--- config.mk ---
export PLATFORM = sky130hd
export DESIGN_NAME = recv_store
export DESIGN_NICKNAME = d
export VERILOG_FILES = /design/src/rtl/recv_store.sv
export SDC_FILE = /design/constraint.sdc
export NUM_CORES = 1
export LEC_CHECK = 0
export BUFFER_PORTS_ARGS = -buffer_cell sky130_fd_sc_hd__buf_2
export CORE_ASPECT_RATIO = 1.5
export CORE_UTILIZATION = 45
export DETAILED_ROUTE_END_ITERATION = 8
export HOLD_SLACK_MARGIN = 0.08
export PLACE_DENSITY = 0.68
export SLEW_MARGIN = 25
export SYNTH_ARGS = -nofsm -noshare
export SYNTH_HDL_FRONTEND = slang
export SYNTH_SLANG_ARGS = --single-unit
--- constraint.sdc ---
create_clock -name clk -period 4.7 [get_ports clk]
set_clock_uncertainty 0.15 [all_clocks]
set_input_delay 0.235 -clock clk [delete_from_list [all_inputs] [get_ports clk]]
set_output_delay 0.235 -clock clk [all_outputs]
set_load 0.1 [all_outputs]
--- src/rtl/recv_store.sv ---
// Collects N_FRAMES uart batches of N_NUMS signed 16-bit numbers and writes them word by word to SRAM.
// A word takes at least 2 cycles (one strobe cycle plus one gap) and waits in WRITE while sram_ready is low.
module recv_store #(
  parameter int          N_NUMS    = 10,
  parameter int          N_FRAMES  = 4,
  parameter logic [20:0] BASE_ADDR = 21'h0
) (
  input  logic                  clk,
  input  logic                  reset,
  input  logic                  start_recv,
  input  logic                  rx_available,
  input  logic [N_NUMS*16-1:0]  rx_nums,
  input  logic                  sram_ready,
  output logic                  write_data,
  output logic [20:0]           sram_addr,
  output logic [15:0]           data_out,
  output logic                  busy,
  output logic                  recv_done,
  output logic                  overrun
);

  localparam int IDX_W = $clog2(N_NUMS + 1);
  localparam int FR_W  = (N_FRAMES > 1) ? $clog2(N_FRAMES) : 1;

  typedef enum logic [2:0] {IDLE, ARMED, WRITE, HOLD, DONE} state_t;

  state_t               state;
  logic [N_NUMS*16-1:0] rx_buf;
  logic [IDX_W-1:0]     idx;
  logic [FR_W-1:0]      frame;
  logic [20:0]          addr;

  always_ff @(posedge clk) begin
    if (reset) begin
      state      <= IDLE;
      rx_buf     <= '0;
      idx        <= '0;
      frame      <= '0;
      addr       <= BASE_ADDR;
      write_data <= 1'b0;
      sram_addr  <= BASE_ADDR;
      data_out   <= 16'h0;
      busy       <= 1'b0;
      recv_done  <= 1'b0;
      overrun    <= 1'b0;
    end else begin
      write_data <= 1'b0;
      recv_done  <= 1'b0;
      case (state)
        IDLE: begin
          if (start_recv) begin
            state   <= ARMED;
            busy    <= 1'b1;
            overrun <= 1'b0;
            frame   <= '0;
            addr    <= BASE_ADDR;
          end
        end
        ARMED: begin
          if (rx_available) begin
            rx_buf <= rx_nums;
            idx    <= '0;
            state  <= WRITE;
          end
        end
        WRITE: begin
          if (rx_available) overrun <= 1'b1;
          if (sram_ready) begin
            // The buffer shifts down so the next word is always in the low 16 bits.
            write_data <= 1'b1;
            data_out   <= rx_buf[15:0];
            rx_buf     <= rx_buf >> 16;
            sram_addr  <= addr;
            addr       <= addr + 21'd1;
            idx        <= idx + IDX_W'(1);
            state      <= HOLD;
          end
        end
        HOLD: begin
          if (rx_available) overrun <= 1'b1;
          if (idx != IDX_W'(N_NUMS)) begin
            state <= WRITE;
          end else if (frame != FR_W'(N_FRAMES - 1)) begin
            frame <= frame + FR_W'(1);
            state <= ARMED;
          end else begin
            state <= DONE;
          end
        end
        DONE: begin
          recv_done <= 1'b1;
          busy      <= 1'b0;
          state     <= IDLE;
        end
        default: begin
          state <= IDLE;
          busy  <= 1'b0;
        end
      endcase
    end
  end

endmodule

## Word-level counts from Yosys, hierarchy flattened

Index checks and enable logic that the tools add are counted.

- Register bits: 231
- Output and inout bits: 41
- Logic and storage cells: 69

- Add/subtract/negate cells: 3
- Equality and inequality tests: 12
- Muxes and demuxes: 26
- Bitwise logic cells: 2
- Reduce and logical (&&, ||, !) cells: 15

Operators by type and width:

| operator | count |
|---|---|
| $mux W160 | 2 |
| $pmux W160 S2 | 1 |
| $mux W21 | 2 |
| $pmux W21 S2 | 1 |
| $add A21 B1 Y21 const B | 1 |
| $mux W3 | 5 |
| $ne A2 B2 Y1 const B | 6 |
| $pmux W3 S4 | 1 |
| $reduce_and A3 Y1 | 4 |
| $mux W4 | 2 |
| $pmux W4 S2 | 1 |
| $reduce_bool A2 Y1 | 4 |
| $eq A3 B2 Y1 const B | 2 |
| $mux W2 | 3 |
| $mux W1 | 5 |
| $add A4 B1 Y4 const B | 1 |
| $ne A4 B4 Y1 const B | 1 |
| $pmux W1 S2 | 2 |
| $pmux W2 S2 | 1 |
| $reduce_and A2 Y1 | 2 |
| $reduce_and A4 Y1 | 1 |
| $reduce_or A2 Y1 | 2 |
| $eq A3 B1 Y1 const B | 1 |
| $eq A3 B3 Y1 const B | 1 |
| other kinds (5) | 6 |

## Longest topological paths before layout

- Word-level depth: 4
- Mapped depth: 8
- Gate-level depth less buffers: 6

## Least setup slack after synthesis

OpenSTA, ideal clock, no wires.

- Path kind: register to register
- Start: register state[0]
- End: register frame[0]
- Setup time: 70 ps
- Data arrival time: 1,530 ps
- Required time: 4,480 ps
- Path slack: 2,949 ps
- Cell stages (with the launch flop): 5
- Path buffers: 1
- Clock period less this slack: 1,751 ps
- Cells stage by stage: dfxtp_1 -> buf_2 -> or4b_1 -> a2111o_1 -> a21oi_1

- Word-level cells in the longest chain between the ends: 3

Ends and longest elaborated chain:

| element | line | source |
|---|---|---|
| start, declared | 27 | `state_t state;` |
| start signal, assigned | 35 | `state <= IDLE;` |
| start signal, assigned | 52 | `state <= ARMED;` |
| start signal, assigned | 63 | `state <= WRITE;` |
| $eq A3 B2 Y1 or $logic_not A3 Y1 (tied branches) | 49 | `case (state)` |
| $ne A2 B2 Y1 (no source line) or $reduce_bool A2 Y1 (tied branches) | - |  |
| $reduce_and A4 Y1 (no source line) | - |  |
| end signal, assigned | 84 | `frame <= frame + FR_W'(1);` |
| end, declared | 30 | `logic [FR_W-1:0] frame;` |

Several ways; a longest one is shown, not always the timed one.
A chain may end at the register's enable or synchronous reset.

## Final worst setup path

- Start: register state[2]
- End: register rx_buf[117]

- Word-level cells in the longest chain between the ends: 3

Ends and longest elaborated chain:

| element | line | source |
|---|---|---|
| $eq A3 B2 Y1 or $eq A3 B1 Y1 (tied branches) | 49 |  |
| $ne A2 B2 Y1 (no source line) or $reduce_bool A2 Y1 (tied branches) | - |  |
| $reduce_and A3 Y1 (no source line) | - |  |
| end signal, assigned | 61 | `rx_buf <= rx_nums;` |
| end signal, assigned | 72 | `rx_buf <= rx_buf >> 16;` |
| end, declared | 28 | `logic [N_NUMS*16-1:0] rx_buf;` |

Several ways; a longest one is shown, not always the timed one.

==> results_dict.tcl <==
set metrics [dict create \
    drt-total-wl_um 29300 \
    dieWidth_um 121 \
    drt_iter0_markers 725 \
    grt_usage_pct 26.5 \
    ant_nets 0 \
    num_vias 9981 \
    cellPowerDensity_nw_per_um2 379 \
    cts_tree "yes" \
    hpwl_um 16400 \
    status "complete, no violations" \
    max-slew-margin-rel_pct 31.4 \
    grt_first_pass_wirelength_um 46800 \
    crit_type "flip-flop to flip-flop" \
    clock.fmax_mhz 298 \
    routedWlPerCell_um 15.9 \
    place.gp.congestion 0.813 \
    synth_edf_count 0 \
    viasPerCell 5.44 \
    design_area_um2 13400 \
    synthArstFlopShare_pct 0 \
    ios 206 \
    start_util_pct 45.8 \
    cp_max_fo 73 \
    cts_root_buffer "clkbuf_16" \
    clock_path_buffers 3 \
    synth-main-ff-cell "dfxtp_1" \
    hold_class "flip-flop to flip-flop" \
    cap_viol_max_count 0 \
    final_cells 1835 \
    ys_ff_latch 231 \
    grt_pass1_vias 9527 \
    cts-buffers-inserted 23 \
    area_delta_synth_final_pct 40.4 \
    synth_warnings 0 \
    slew_viol_final 0 \
    gr-total-overflow 0 \
    coreArea_um2 20900 \
    final.min_clock_period_ps 3360 \
    worstPathRequired_ps 5010 \
    p_leak_nw 5.38 \
    antenna_found_initial 1 \
    ir_drop_uv 339 \
    end_kind "flip-flop" \
    arrival_ps 3670 \
    ys_seq_area_share_pct 48.3 \
    nets 1717 \
    dpl.cell_count 1581 \
    htree_levels 1 \
    dieArea_um2 21900 \
    clock-sinks 231 \
    clk_pin_slew_worst_paths_ps 60 \
    syn_nets 1373 \
    final_common_cell "nand2_1" \
    hold_viol_final 0 \
    period_share_pct 71.4 \
    setup-tns-final_ps 0 \
    post_cts_resize_count 0 \
    finalSetupViolations 0 \
    die_h_um 181 \
    grt_max_degree 184 \
    placed_cell_area_um2 10600 \
    synth_cell_type_count 48 \
    start_kind "flip-flop" \
    drt_drc_violations_left 0 \
    std_cell_rows 65 \
    synth_cells 1204 \
    drive_gt1_share_pct 16.7 \
    rsz0062_at_grt "no" \
    portBuffers 205 \
    tightest_slew_ps 1030 \
    first_pass_iters 5 \
    netlist_area_um2 9570 \
    syn_area_per_cell_um2 7.95 \
    mostFrequentLayoutCells "nand2_1 (368), dfxtp_1 (231), dlygate4sd3_1 (209)" \
    clock_latency_ps 510 \
]
[cells in the mapped netlist (2+ instances only)]
cell | instances | area share, %
inv_1 | 7 | 0.27
nor2_1 | 178 | 7.0
and4_1 | 2 | 0.18
dfxtp_1 | 231 | 48
nand2b_1 | 2 | 0.13
xnor2_1 | 2 | 0.18
and2_1 | 2 | 0.13
buf_4 | 9 | 0.71
nand3b_1 | 4 | 0.31
and3_1 | 3 | 0.20
xor2_1 | 7 | 0.64
nor4_1 | 2 | 0.13
buf_2 | 39 | 2.0
ha_1 | 4 | 0.52
a21o_1 | 2 | 0.16
a22oi_1 | 16 | 1.3
a21oi_1 | 55 | 2.9
or3_1 | 8 | 0.52
or4_1 | 5 | 0.39
buf_1 | 3 | 0.12
nand2_1 | 368 | 14
a211oi_1 | 2 | 0.16
o21ai_0 | 11 | 0.58
nand4_1 | 7 | 0.46
o31ai_1 | 6 | 0.47
clkbuf_1 | 54 | 2.1
nand3_1 | 9 | 0.47
nor3_1 | 3 | 0.16
a311oi_1 | 144 | 13
[cell type report]
type | instances | area [um^2]
diodes | 4 | 10.0
multi-input cells | 861 | 4490
repair buffers | 424 | 3210
inverters | 7 | 26.3
well taps | 268 | 335
clock inverters | 6 | 62.6
fillers | 1676 | 7470
clock buffers | 34 | 677
flip-flops and latches | 231 | 4620
[state kept, by name, summed over array words and instances, names as in the netlist, 2 cells and up]
name       cells
rx_buf       160
addr          21
sram_addr     21
data_out      16
idx            4
state          3
frame          2
[cells by family after synthesis]
kind of cell | count (synthesis) | synth area share [%]
DFF | 231 | 48.3
adders and majority gates | 4 | 0.523
AOI/OAI and AO/OA | 242 | 19.2
xor gates and xnor gates | 9 | 0.824
buffers and inverters | 112 | 5.26
and+or+nand+nor | 605 | 25.7
muxes | 1 | 0.118
[timing repair]
item / 4_1_cts / 5_1_grt
hold buffers: 209 / 0
endpoints found under the setup margin: 0 / 0
buffers inserted: 0 / 0
endpoints found under the hold margin: 164 / 0
[power by group]
part	switching [mW]	internal [mW]	total [mW]
sequential	0.128	2.16	2.29
clock	0.765	1.05	1.82
combinational	0.559	0.431	0.990
[layer usage]
layer  GRT usage [%]  routed length [um]  vias up
met3            3.23                1540      112
met4            14.6                1590        0
met5               0                   0        -
li1                -                   -     4889
met2            44.8               14500      388
met1            32.1               11700     4592
[worst paths after layout]
kind                            slack (ps)  cells past startpoint  startpoint          end
worst min-delay path                   280                      2   rx_buf[0]  data_out[0]
worst max register to register        1340                      6    state[2]  rx_buf[117]
worst max-delay path                  1340                      6    state[2]  rx_buf[117]
worst min register to register         280                      2   rx_buf[0]  data_out[0]
[metrics by stage]
stage | worst slack, ps | power, mW | hold WS (ps) | utilization, %
after global routing | 1160 | 5.34 | 303 | 64.2
after global placement | 2070 | 3.09 | 288 | 50.6
after detailed placement | 1960 | 3.11 | 291 | 50.6
final | 1340 | 5.10 | 285 | 64.3
after floorplan | 2950 | 2.91 | 233 | -
after CTS | 1490 | 5.09 | 287 | 64.2
[critical path: stages (launching register included)]
cell and delay [ps]:
dfxtp_1 710, nor2_1 210, nand2_4 640, buf_4 470, nand2_1 100, a311oi_1 360
dlygate4sd3_1 610
Power figures use the tool's default switching activity.
